### src/rtl/command_scheduler_if.sv
// Enqueue channel for command pairs into the scheduler queue.
// The producer drives the pair and valid; the scheduler returns ready.
interface command_scheduler_if #(
    parameter int DATA_WIDTH = 128
);
    logic [DATA_WIDTH-1:0] cmd_fetch;
    logic [DATA_WIDTH-1:0] cmd_store;
    logic                  cmd_valid;
    logic                  cmd_ready;

    modport master (
        output cmd_fetch,
        output cmd_store,
        output cmd_valid,
        input  cmd_ready
    );

    modport slave (
        input  cmd_fetch,
        input  cmd_store,
        input  cmd_valid,
        output cmd_ready
    );
endinterface

### src/rtl/command_scheduler.sv
// Queues fetch/store command pairs and issues them one at a time,
// waiting for both completes with a timeout into a sticky error state.
module command_scheduler #(
    parameter int DATA_WIDTH     = 128,
    parameter int FIFO_DEPTH     = 4,
    parameter int TIMEOUT_CYCLES = 65535
) (
    input  logic                          clk,
    input  logic                          rst,
    command_scheduler_if.slave            cmd,
    output logic [DATA_WIDTH-1:0]         fetcher_command,
    output logic                          fetcher_command_valid,
    input  logic                          fetcher_command_complete,
    output logic [DATA_WIDTH-1:0]         storer_command,
    output logic                          storer_command_valid,
    input  logic                          storer_command_complete,
    input  logic                          err_clear,
    output logic                          busy,
    output logic                          done_pulse,
    output logic                          timeout_err,
    output logic [$clog2(FIFO_DEPTH):0]   queue_level
);
    localparam int PW = $clog2(FIFO_DEPTH);
    localparam int LW = PW + 1;
    localparam logic [15:0] TMO = 16'(TIMEOUT_CYCLES);

    typedef enum logic [2:0] {
        IDLE,
        ISSUE,
        WAIT,
        DONE,
        ERR
    } state_t;

    state_t                state;
    logic [DATA_WIDTH-1:0] fifo_f [FIFO_DEPTH];
    logic [DATA_WIDTH-1:0] fifo_s [FIFO_DEPTH];
    logic [PW-1:0]         wr_ptr;
    logic [PW-1:0]         rd_ptr;
    logic                  f_done;
    logic                  s_done;
    logic [15:0]           wait_cnt;
    logic                  push;
    logic                  pop;
    logic                  f_seen;
    logic                  s_seen;

    // Ready comes from the registered level only, so a same-cycle pop
    // never opens a slot early.
    assign cmd.cmd_ready = (queue_level < LW'(FIFO_DEPTH));
    assign push = cmd.cmd_valid && cmd.cmd_ready;
    assign pop = (state == IDLE) && (queue_level != '0);
    assign f_seen = f_done || fetcher_command_complete;
    assign s_seen = s_done || storer_command_complete;

    always_ff @(posedge clk) begin
        if (push) begin
            fifo_f[wr_ptr] <= cmd.cmd_fetch;
            fifo_s[wr_ptr] <= cmd.cmd_store;
        end
    end

    always_ff @(posedge clk or negedge rst) begin
        if (!rst) begin
            state                 <= IDLE;
            wr_ptr                <= '0;
            rd_ptr                <= '0;
            queue_level           <= '0;
            f_done                <= 1'b0;
            s_done                <= 1'b0;
            wait_cnt              <= '0;
            fetcher_command       <= '0;
            storer_command        <= '0;
            fetcher_command_valid <= 1'b0;
            storer_command_valid  <= 1'b0;
            busy                  <= 1'b0;
            done_pulse            <= 1'b0;
            timeout_err           <= 1'b0;
        end else begin
            fetcher_command_valid <= 1'b0;
            storer_command_valid  <= 1'b0;
            done_pulse            <= 1'b0;
            if (push) wr_ptr <= wr_ptr + PW'(1);
            if (pop) rd_ptr <= rd_ptr + PW'(1);
            queue_level <= queue_level + LW'(push) - LW'(pop);
            unique case (state)
                IDLE: begin
                    if (pop) begin
                        fetcher_command       <= fifo_f[rd_ptr];
                        storer_command        <= fifo_s[rd_ptr];
                        fetcher_command_valid <= 1'b1;
                        storer_command_valid  <= 1'b1;
                        busy                  <= 1'b1;
                        state                 <= ISSUE;
                    end
                end
                ISSUE: begin
                    f_done   <= f_seen;
                    s_done   <= s_seen;
                    wait_cnt <= '0;
                    state    <= WAIT;
                end
                WAIT: begin
                    if (f_seen && s_seen) begin
                        done_pulse <= 1'b1;
                        wait_cnt   <= '0;
                        state      <= DONE;
                    end else if (wait_cnt == TMO) begin
                        timeout_err <= 1'b1;
                        wait_cnt    <= '0;
                        state       <= ERR;
                    end else begin
                        f_done <= f_seen;
                        s_done <= s_seen;
                        if (wait_cnt != '1) wait_cnt <= wait_cnt + 16'd1;
                    end
                end
                DONE: begin
                    f_done <= 1'b0;
                    s_done <= 1'b0;
                    busy   <= 1'b0;
                    state  <= IDLE;
                end
                ERR: begin
                    // The timed-out pair is dropped, not retried.
                    if (err_clear) begin
                        timeout_err <= 1'b0;
                        f_done      <= 1'b0;
                        s_done      <= 1'b0;
                        busy        <= 1'b0;
                        state       <= IDLE;
                    end
                end
                default: state <= IDLE;
            endcase
        end
    end
endmodule
### src/flat_wrapper.sv
// flat-port wrapper written by rule: the top's interface ports become plain ports
module command_scheduler_flat 
#(
    parameter int DATA_WIDTH     = 128,
    parameter int FIFO_DEPTH     = 4,
    parameter int TIMEOUT_CYCLES = 65535
)
  (clk, rst, fetcher_command, fetcher_command_valid, fetcher_command_complete, storer_command, storer_command_valid, storer_command_complete, err_clear, busy, done_pulse, timeout_err, queue_level, cmd_cmd_fetch, cmd_cmd_store, cmd_cmd_valid, cmd_cmd_ready);
  command_scheduler_if #(.DATA_WIDTH(DATA_WIDTH)) cmd_i ();
  input  logic clk;
  input  logic rst;
  output logic [DATA_WIDTH-1:0] fetcher_command;
  output logic fetcher_command_valid;
  input  logic fetcher_command_complete;
  output logic [DATA_WIDTH-1:0] storer_command;
  output logic storer_command_valid;
  input  logic storer_command_complete;
  input  logic err_clear;
  output logic busy;
  output logic done_pulse;
  output logic timeout_err;
  output logic [$clog2(FIFO_DEPTH):0] queue_level;
  input wire logic [$bits(cmd_i.cmd_fetch)-1:0] cmd_cmd_fetch;
  input wire logic [$bits(cmd_i.cmd_store)-1:0] cmd_cmd_store;
  input wire logic [$bits(cmd_i.cmd_valid)-1:0] cmd_cmd_valid;
  output wire logic [$bits(cmd_i.cmd_ready)-1:0] cmd_cmd_ready;
  assign cmd_i.cmd_fetch = cmd_cmd_fetch;
  assign cmd_i.cmd_store = cmd_cmd_store;
  assign cmd_i.cmd_valid = cmd_cmd_valid;
  assign cmd_cmd_ready = cmd_i.cmd_ready;
  command_scheduler #(.DATA_WIDTH(DATA_WIDTH), .FIFO_DEPTH(FIFO_DEPTH), .TIMEOUT_CYCLES(TIMEOUT_CYCLES)) u_core (.clk(clk), .rst(rst), .cmd(cmd_i), .fetcher_command(fetcher_command), .fetcher_command_valid(fetcher_command_valid), .fetcher_command_complete(fetcher_command_complete), .storer_command(storer_command), .storer_command_valid(storer_command_valid), .storer_command_complete(storer_command_complete), .err_clear(err_clear), .busy(busy), .done_pulse(done_pulse), .timeout_err(timeout_err), .queue_level(queue_level));
endmodule
### config.mk
export PLATFORM = sky130hd
export DESIGN_NAME = command_scheduler_flat
export DESIGN_NICKNAME = d
export VERILOG_FILES = /design/src/rtl/command_scheduler_if.sv /design/src/rtl/command_scheduler.sv /design/src/flat_wrapper.sv
export SDC_FILE = /design/constraint.sdc
export NUM_CORES = 1
export LEC_CHECK = 0
export CAP_MARGIN = 5
export CELL_PAD_IN_SITES_DETAIL_PLACEMENT = 0
export CELL_PAD_IN_SITES_GLOBAL_PLACEMENT = 2
export CORE_ASPECT_RATIO = 1.4
export CORE_UTILIZATION = 44
export CTS_CLUSTER_DIAMETER = 60
export DETAILED_ROUTE_END_ITERATION = 10
export DONT_BUFFER_PORTS = 1
export HOLD_SLACK_MARGIN = 0.08
export PLACE_DENSITY_LB_ADDON = 0.3
export SYNTH_ARGS = -nofsm -noshare
export SYNTH_HDL_FRONTEND = slang
export SYNTH_SLANG_ARGS = --single-unit
### constraint.sdc
create_clock -name clk -period 7.52 [get_ports clk]
set_input_delay 1.88 -clock clk [delete_from_list [all_inputs] [get_ports clk]]
set_output_delay 1.88 -clock clk [all_outputs]
set_load 0.01 [all_outputs]
Yosys cells after proc, flatten, opt, wreduce, memory -nomap -nowiden
Memories as Yosys holds them, arrays and structs flattened. A register that Yosys moved wholly into a read port is not among the register bits.
Index checks and enable logic that the tools add are counted.

word-level totals
  bits in registers = 32
  memory bits (writable) = 1,024
  input bits = 262
  output and inout port bits = 265
  logic and storage cells = 78
  memories kept = 2

operators by class
  $add $sub $neg = 5
  order comparisons = 1
  eq/ne operators = 13
  muxes and demuxes = 27
  reductions and logical operators = 19

memory list
  memory         words  width  read ports  clocked after Yosys merged registers in  write ports  line                     RTL
  u_core.fifo_f  4      128    1           1                                        1            command_scheduler.sv:36  logic [DATA_WIDTH-1:0] fifo_f [FIFO_DEPTH];
  u_core.fifo_s  4      128    1           1                                        1            command_scheduler.sv:37  logic [DATA_WIDTH-1:0] fifo_s [FIFO_DEPTH];

operators by type and width
  operator                                                count
  two-way mux 16 bit                                      3
  case mux 16 bit (2 select lines)                        1
  adder 16 x 1 -> 16 bit (second input constant)          1
  equality test 16 bit (second input constant)            1
  inequality test 16 bit (second input constant)          1
  two-way mux 1 bit                                       14
  two-way mux 3 bit                                       4
  case mux 3 bit (4 select lines)                         1
  case mux 1 bit (4 select lines)                         2
  AND reduction 4 bit                                     2
  equality test 3 x 2 -> 1 bit (second input constant)    2
  inequality test 2 bit (second input constant)           3
  AND reduction 3 bit                                     2
  nonzero test 3 bit                                      2
  adder 2 x 1 -> 2 bit (second input constant)            2
  inequality test 2 x 1 -> 1 bit (second input constant)  2
  inequality test 4 x 1 -> 1 bit (second input constant)  1
  AND reduction 2 bit                                     2
  nonzero test 2 bit                                      2
  nonzero test 4 bit                                      1
  adder 3 x 1 -> 3 bit                                    1
  equality test 3 x 1 -> 1 bit (second input constant)    1
  equality test 3 bit (second input constant)             1
  logical AND 1 bit                                       3
  8 further kinds                                         10

Logic depth before layout (Yosys ltp)
Gate-level depths: netlist of the first run.

  depth in word-level cells = 5
  mapped depth = 10
  gate-level depth less buffers = 8

Worst setup path after synthesis of the first run
Ideal clock, no wire load.

  kind = input -> register
  start = input port cmd_cmd_valid
  end = memory u_core.fifo_f[0][0], enable pin
  setup time = 0.649 ns
  arrival time = 8.073 ns
  data required time = 6.871 ns
  slack = -1.202 ns
  cell stages on the path = 3
  buffers on the path = 1
  cell sequence = nor2b_1 > clkbuf_1 > and2_1

between the ends
  word-level cells in the longest chain between the ends = 3

RTL lines
  what                                     line                     RTL
  start: declaration                       flat_wrapper.sv:25       input wire logic [$bits(cmd_i.cmd_valid)-1:0] cmd_cmd_valid;
  logical AND 1 bit                        command_scheduler.sv:51  assign push = cmd.cmd_valid && cmd.cmd_ready;
  via u_core.push                          command_scheduler.sv:43  logic push;
  two-way mux 1 bit                        command_scheduler.sv:57  if (push) begin
  two-way mux 1 bit (not written as such)  command_scheduler.sv:58  fifo_f[wr_ptr] <= cmd.cmd_fetch;
  end: declaration                         command_scheduler.sv:36

The timed path passes the listed nets, and every way through them passes these cells.

Final worst setup path of the first run
  start = input port cmd_cmd_valid
  end = memory u_core.fifo_s[2][121], enable pin

between the ends
  word-level cells in the longest chain between the ends = 3

RTL lines
  what                                     line                     RTL
  logical AND 1 bit                        command_scheduler.sv:51
  two-way mux 1 bit                        command_scheduler.sv:57
  two-way mux 1 bit (not written as such)  command_scheduler.sv:59  fifo_s[wr_ptr] <= cmd.cmd_store;
  end: declaration                         command_scheduler.sv:37

Every way passes these cells.

==> results.md, run 1 <==
- The clock passes through at most 3 buffers.
- Setup repair after global routing left no endpoint under its margin.
- The Yosys step of the flow raised 0 warnings.
- The share of total power in combinational logic is 0.226.
- The height of the chip is 393 um.
- The initial utilization of the core area, before any placement, comes to 0.443.
- The synthesis-to-finish area growth is 12.7%.
- The most common cell after layout, fill and taps aside is sky130_fd_sc_hd__edfxtp_1.
- The post-cts repair resize count is 0.
- The final routed wire length divided by cell count is 27.2 um.
- The maximum resistive drop on vdd is 312 uV.
- In this run, post-CTS hold repair placed 0 buffers.
- The time the worst path needs with I/O delays and setup is 3.33 ns.
- The largest fanout of any net on the critical path is 91.
- The register share of total power is 0.484.
- The number of clock buffers inserted by TritonCTS is 130.
- The critical path class is input pin to flop.
- The die footprint is 0.110 mm^2.
- The setup-violating endpoint count in the final report is 0.
- Summed over all layers, the routed wires come to 100 mm.
- The total negative slack is 0 ns.
- The number of iterations in the first detailed-routing pass is 5.
- The tightest slew margin relative to the limit is 0.202.
- The worst reg-to-reg setup slack is 4.27 ns.
- Buffers added to address setup during post-CTS repair amount to 0.
- Dividing the synthesized area by the synthesized cell count gives 23.3 um^2.
- The flow ran to the end, and the final reports show no timing, DRC or antenna violations.
- The worst hold path terminates at u_core.wait_cnt[0].
- For this run the aggregate overflow at the end of global routing stands at 0.
- The startpoint of the worst hold path is u_core.wait_cnt[0].
- In this run the number of H-tree levels came out at 4.
- The path class of the tightest hold or removal check is flop to flop.
- The TritonCTS sink count is 1312.
- The clock insertion delay at the later pin of the skew report is 0.74 ns.
- The summed area of non-filler cells in the final layout is 0.0541 mm^2.
- The maximum frequency from static timing analysis is 0.300 GHz.
- The critical path startpoint category is an input pin.
- At the pin with the least slew margin, the transition time is 1.20 ns.
- The proportion of layout cells with a drive suffix above 1 is 0.330.
- Across the routed clock network, the largest skew measured is 0.0292 ns.
- The floorplan has 143 rows.
- The share of total power in the clock network is 0.290.
- The cell at the root of the clock tree is sky130_fd_sc_hd__clkbuf_16.
- The number of global-route vias before repair is 21600.
- For this block, the initial DRC count from the detailed router was 1257.
- In this run the cell area measured after placement is 0.0497 mm^2.
- In the layout the commonest cells are sky130_fd_sc_hd__edfxtp_1, sky130_fd_sc_hd__dfrtp_1, sky130_fd_sc_hd__mux4_2, sky130_fd_sc_hd__mux2_2, sky130_fd_sc_hd__clkbuf_16.
- Data on the critical path arrives at its endpoint at 3.69 ns.
- Including well taps, the total number of placed cells is 3443.
- The final antenna-violating net count is 0.
- The total via count in the routed design is 20100.
- The share of the Yosys chip area taken by registers is 0.791.
- TritonCTS built the clock tree.
- Across the run, the number of max-cap violations was 0.
- The count of cells along the worst register-to-register path is 4.
- The first-pass GRT wire length is 146 mm.
- The critical path data required time is 7.88 ns.
- The kind of end point of the critical path is a flop.
- In this run, synthesis produced a sequential element count of 1312.
- The worst hold margin is 0.517 ns.
- After detailed routing, the number of remaining DRC violations is 0.
- The number of enable flip-flop cells after synthesis is 1024.
- The power per cell area is 419 mW/mm^2.
- The instance count along the most critical hold path is 1.
- The overall fraction of global-route tracks in use is 0.184.
- The finished layout holds 3690 standard cells, fillers aside.
- The worst register-to-register path begins at u_core.rd_ptr[0].
- Port buffering added 0 buffers.
- The weighted congestion reported at the end of routability-driven placement is 0.738.
- The number of antenna violations at the first check in global routing was 5.
- The most used flip-flop cell after synthesis is sky130_fd_sc_hd__edfxtp_1.
- After filler insertion, the fill cell instance count of the layout stands at 8594.
- The internal power is 16.1 mW.
- Of all flip-flops after synthesis, the portion carrying an async set or reset was 0.220.
- The post-layout net count is 2395.
- The core box area is 0.108 mm^2.
- The synthesized netlist contains 48 unique library cells.
- Summed over all cells, the static leakage comes to 17.9 nW.
- The total count of hold-check failures in the final report is 0.
- The cell area after synthesis is 0.0480 mm^2.
- The detail-routed via count per cell is 5.44.
- The number of top-level pins is 527.
- The final-report max-slew violation count was 0.
- The clock transition at the register clock pins on the worst setup and hold paths after CTS is 0.06 ns.
- The number of instances in the synthesized netlist is 2064.
- Of the available clock period, the critical path in the final layout requires 0.443.
- The worst register-to-register path ends at u_core.fetcher_command[45].
- Entering global routing, the biggest net connects 289 pins.
- When the netlist entered floorplanning its net count stood at 2334.
- After legalization and detailed placement, the total HPWL measured 58.2 mm.
- Of the total power, the share spent switching nets is 0.289.
- The chip width is 281 um.
- The switching component of the power is 6.56 mW.
power by group through the flow:
stage,Sequential [mW],Combinational (mW),Clock [mW]
6_report,11.0,5.12,6.57
5_1_grt,11.2,5.55,7.01
4_1_cts,11.0,5.28,6.76
3_5_place_dp,11.2,5.25,0
3_3_place_gp,11.1,5.16,0
2_1_floorplan,10.5,4.36,0
cell usage after synthesis (2+ instances only):
cell type | instances | area share
sky130_fd_sc_hd__edfxtp_1 | 1024 | 0.64
sky130_fd_sc_hd__dfrtp_1 | 288 | 0.15
sky130_fd_sc_hd__mux2_2 | 256 | 0.060
sky130_fd_sc_hd__mux4_2 | 256 | 0.12
sky130_fd_sc_hd__buf_2 | 37 | 0.0039
sky130_fd_sc_hd__clkbuf_1 | 36 | 0.0028
sky130_fd_sc_hd__buf_4 | 19 | 0.0030
sky130_fd_sc_hd__inv_1 | 14 | 0.0011
sky130_fd_sc_hd__nand2_1 | 14 | 0.0011
sky130_fd_sc_hd__nor2_1 | 12 | 0.00094
sky130_fd_sc_hd__a21oi_1 | 9 | 0.00094
sky130_fd_sc_hd__o21ai_0 | 9 | 0.00094
sky130_fd_sc_hd__xnor2_1 | 9 | 0.0016
sky130_fd_sc_hd__and2_1 | 7 | 0.00091
sky130_fd_sc_hd__ha_1 | 7 | 0.0018
sky130_fd_sc_hd__nor3_1 | 7 | 0.00073
sky130_fd_sc_hd__nand3_1 | 5 | 0.00052
sky130_fd_sc_hd__a22oi_1 | 4 | 0.00063
sky130_fd_sc_hd__and3_1 | 4 | 0.00052
sky130_fd_sc_hd__nor4_1 | 4 | 0.00052
sky130_fd_sc_hd__or3_1 | 4 | 0.00052
sky130_fd_sc_hd__a31oi_1 | 3 | 0.00039
sky130_fd_sc_hd__nor2b_1 | 3 | 0.00039
sky130_fd_sc_hd__a21o_1 | 2 | 0.00031
sky130_fd_sc_hd__a22o_1 | 2 | 0.00037
sky130_fd_sc_hd__nand2b_1 | 2 | 0.00026
sky130_fd_sc_hd__nand4_1 | 2 | 0.00026
sky130_fd_sc_hd__o21ai_1 | 2 | 0.00021
sky130_fd_sc_hd__o22a_1 | 2 | 0.00037
sky130_fd_sc_hd__o31ai_1 | 2 | 0.00031
sky130_fd_sc_hd__o41ai_1 | 2 | 0.00037
stage by stage:
stage | power (mW) | util | setup slack (ns)
detailed placement | 16.4 | 0.459 | 3.39
global route | 23.7 | 0.499 | 3.91
CTS | 23.1 | 0.499 | 4.05
floorplan | 14.9 | - | 1.67
global placement | 16.3 | 0.459 | 3.34
finish | 22.7 | 0.500 | 4.19
final cells by class:
type	instances	area [um^2]	share of cell area
clock buffers	174	3550	0.0656
repair buffers	23	310	0.00574
flip-flops and latches	1312	38000	0.702
diodes	9	22.5	0.000416
well taps	1450	1810	0.0335
inverters	14	52.6	0.000972
multi-input cells	644	9530	0.176
clock inverters	64	837	0.0155
cell families after synthesis:
group,count (synthesis),synth area share
AO/OA/AOI/OAI,42,0.00568
multiplexers,512,0.180
flip-flops,1312,0.791
adder cells (fa/ha/maj),8,0.00224
AND/OR/NAND/NOR,72,0.00819
buffers and inverters,108,0.0111
XOR/XNOR,10,0.00182
critical path, stage by stage:
cell	delay, ns
sky130_fd_sc_hd__nor2b_1	0.15
sky130_fd_sc_hd__buf_4	0.19
sky130_fd_sc_hd__and2_4	0.76
sky130_fd_sc_hd__buf_12	0.51
flip-flops by register name (all words and copies together) (netlist names):
register,cells
u_core.busy,1
u_core.storer_command,128
u_core.queue_level,3
u_core.fifo_s,512
u_core.fifo_f,512
u_core.fetcher_command_valid,1
u_core.state,3
u_core.done_pulse,1
u_core.timeout_err,1
u_core.f_done,1
u_core.fetcher_command,128
u_core.s_done,1
u_core.rd_ptr,2
u_core.wait_cnt,16
u_core.wr_ptr,2
per-layer routing:
| metal | part of all wire | track usage |
|---|---|---|
| met1 | 0.35 | 0.205 |
| met2 | 0.51 | 0.309 |
| met3 | 0.11 | 0.0850 |
| met4 | 0.028 | 0.0670 |
| met5 | 0 | 0 |
how the worst max path moves through the flow:
stage	start	end	slack (ns)
finish	cmd_cmd_valid	u_core.fifo_s[2][121]	4.19
floorplan	cmd_cmd_valid	u_core.fifo_f[0][0]	1.67
global placement	cmd_cmd_valid	u_core.fifo_s[2][35]	3.34
global route	u_core.rd_ptr[0]	u_core.fetcher_command[45]	3.91
detailed placement	cmd_cmd_valid	u_core.fifo_s[2][35]	3.39
CTS	u_core.rd_ptr[0]	u_core.fetcher_command[45]	4.05
(Power assumes the default switching activity.)
==> run 2: changes to the inputs <==
==> constraint.sdc (replaced) <==
create_clock -name clk -period 2.81 [get_ports clk]
set_input_delay 0.7025 -clock clk [delete_from_list [all_inputs] [get_ports clk]]
set_output_delay 0.7025 -clock clk [all_outputs]
set_load 0.01 [all_outputs]
==> run 2 against run 1 <==
  * The run now ends with negative hold slack left
  * Register-to-register slack worse by 3.8 ns
  * Worst hold slack worse by 0.82 ns
  * Sequential share of layout area is 3.8 points lower
  * Count of clock-buffer cells in the layout up 2
  * Cell area up 5.7%
  * Global-route usage fell by 0.14 points
  * Highest routed layer is now met5
==> results.md, run 2 (synthesis results as in run 1) <==
- Routability-driven placement finished with a final weighted congestion of 0.778.
- The number of antenna violations at the first check in global routing is 24.
- Measured in cells, the most critical reg-to-reg path has a length of 8.
- The maximum resistive drop on vdd is 650 uV.
- Dividing total power by cell area gives a power density of 1060 mW/mm^2.
- The number of cell rows is 143.
- The maximum frequency from static timing analysis is 0.426 GHz.
- Setup repair after global routing left no endpoint under its margin.
- Across the run, the number of max-cap violations was 0.
- The checks that failed: negative hold slack.
- The final clock period utilization by the worst path is 0.836.
- In the final routed layout, each cell accounts on average for 25.2 um.
- The detail route stage leaves a number of antenna-violating nets equal to 0.
- The height of the chip is 393 um.
- The total count of hold-check failures in the final report came to 288.
- The critical path starts at u_core.queue_level[2].
- The critical path class is flop to flop.
- The detail-routed via count per cell is 5.37.
- Traced cell by cell, the critical path runs through nor3_1 > nor4_4 > ha_1 > inv_1 > ha_1 > fa_1 > xnor2_1 > xnor2_1.
- The total global routing overflow is 0.
- After detailed routing, the number of remaining DRC violations is 0.
- The time the worst path needs with I/O delays and setup is 2.35 ns.
- The number of global-route vias before repair is 23300.
- The number of iterations in the first detailed-routing pass is 5.
- The post-layout net count is 2696.
- The DRC violation total after the first TritonRoute iteration is 1374.
- The stage delay of the slowest cell on the critical path is 0.47 ns.
- The slowest cell on the critical path is sky130_fd_sc_hd__dfrtp_1.
- The proportion of layout cells with a drive suffix above 1 is 0.307.
- The final total power is 60.6 mW.
- TritonCTS built the clock tree.
- The overall fraction of global-route tracks in use is 0.183.
- The total area inside the core boundary comes to 0.108 mm^2.
- The critical path startpoint category is a flop.
- Between clock sinks in the finished design, the worst skew comes to 0.0289 ns.
- The initial standard-cell utilization of the core is 0.443.
- The die footprint is 0.110 mm^2.
- The hold buffer count at cts is 256.
- The post-cts repair resize count is 0.
- At the pin with the least slew margin, the transition time is 0.903 ns.
- The worst register-to-register path begins at u_core.queue_level[2].
- Clock tree synthesis found a total of 1312 sinks.
- The most common cell after layout, fill and taps aside is sky130_fd_sc_hd__edfxtp_1.
- The final-report max-slew violation count is 0.
- The path class of the tightest hold or removal check is input pin to async pin.
- The flow ran to the end, but the final reports show violations.
- The arrival time of the worst setup path is 2.96 ns.
- The first-pass GRT wire length is 149 mm.
- Relative to the synthesized area, the layout overhead comes to 19.1%.
- Buffers placed on the I/O ports in this run total 0.
- The largest registers in the layout are u_core.fifo_f x512, u_core.fifo_s x512.
- The final layout contains routed wiring with a total length of 101 mm.
- After clock tree synthesis, the setup repair step added 0 buffers.
- Across all hold checks on the routed design, the worst slack comes to -0.302 ns.
- The clock insertion delay at the later pin of the skew report is 0.71 ns.
- The clock transition at the register clock pins on the worst setup and hold paths after CTS is 0.06 ns.
- The top cell types in the final layout, fill and taps aside, are sky130_fd_sc_hd__edfxtp_1, sky130_fd_sc_hd__dfrtp_1, sky130_fd_sc_hd__mux4_2, sky130_fd_sc_hd__mux2_2, sky130_fd_sc_hd__dlygate4sd3_1.
- Across all register-to-register paths, the minimum setup slack is 0.46 ns.
- The worst setup path endpoint is u_core.queue_level[2].
- For the worst setup path, the data required time is 3.42 ns.
- The endpoint of the most critical register-to-register path is u_core.queue_level[2].
- CTS placed an instance of sky130_fd_sc_hd__clkbuf_16 at the clock tree root.
- Entering global routing, the biggest net connects 289 pins.
- The clock passes through at most 3 buffers.
- The total negative slack is 0 ns.
- During I/O placement, the number of pins put on the boundary was 527.
- The kind of end point of the critical path is a flop.
- The routed layout has 21500 vias.
- The H-tree was split into 3 levels.
- From left edge to right edge, the die measures 281 um.
- The largest fanout of any net on the critical path is 5.
- Headroom to the max-slew limit came out at 0.398.
- Setup violations remaining at the end of the flow were counted as 0.
- The number of clock buffers inserted by TritonCTS is 119.
- For this design the static power due to leakage is 19.3 nW.
- Detailed placement finished with a half-perimeter wire length of 63.6 mm.
[run 2: where the power goes]
part           leakage [nW]  switching, mW  internal (mW)
Clock                  1.93           6.96           9.27
Combinational          4.61           7.13           8.35
Sequential             12.7           3.45           25.4
[run 2: cell type report]
cell class | instances | area (um^2)
fillers | 8414 | 51100
flip-flops and latches | 1312 | 38000
multi-input cells | 644 | 9530
repair buffers | 335 | 3810
clock buffers | 176 | 3410
well taps | 1450 | 1810
clock inverters | 51 | 566
inverters | 14 | 52.6
diodes | 16 | 40.0
[run 2: how the worst min path moves through the flow]
stage	slack (ns)	startpoint	endpoint
5_1_grt	-0.36	rst	u_core.storer_command[11]
3_5_place_dp	0.42	rst	u_core.storer_command[12]
3_3_place_gp	0.42	rst	u_core.storer_command[11]
6_report	-0.30	rst	u_core.storer_command[12]
2_1_floorplan	0.41	rst	u_core.busy
4_1_cts	-0.38	rst	u_core.storer_command[12]
[run 2: worst max-delay path, delay by kind of cell, from the launching register on]
kind / cells / cell delay (ns)
xor gates and xnor gates: 2 / 0.41
adders and majority gates: 3 / 0.90
buffers and inverters: 1 / 0.04
DFF: 1 / 0.47
and+or+nand+nor: 2 / 0.45
[run 2: per-stage QoR]
step | util | cell area (um^2) | setup WS, ns | instances | hold WS, ns
final | 0.528 | 57200 | 0.461 | 3998 | -0.302
after global routing | 0.528 | 57200 | 0.377 | 3995 | -0.357
after CTS | 0.528 | 57100 | 0.476 | 3982 | -0.384
after detailed placement | 0.467 | 50600 | 0.486 | 3499 | 0.421
after global placement | 0.467 | 50600 | 0.389 | 3499 | 0.421
after floorplan | - | 48000 | -0.417 | 2064 | 0.407
[run 2: routing by layer]
| layer | global-route usage | wire length (um) | up-vias |
|---|---|---|---|
| met4 | 0.0685 | 3050 | 12 |
| met2 | 0.310 | 51700 | 600 |
| li1 | - | - | 9206 |
| met3 | 0.0500 | 7130 | 166 |
| met5 | 0 | 80 | - |
| met1 | 0.223 | 38900 | 11500 |
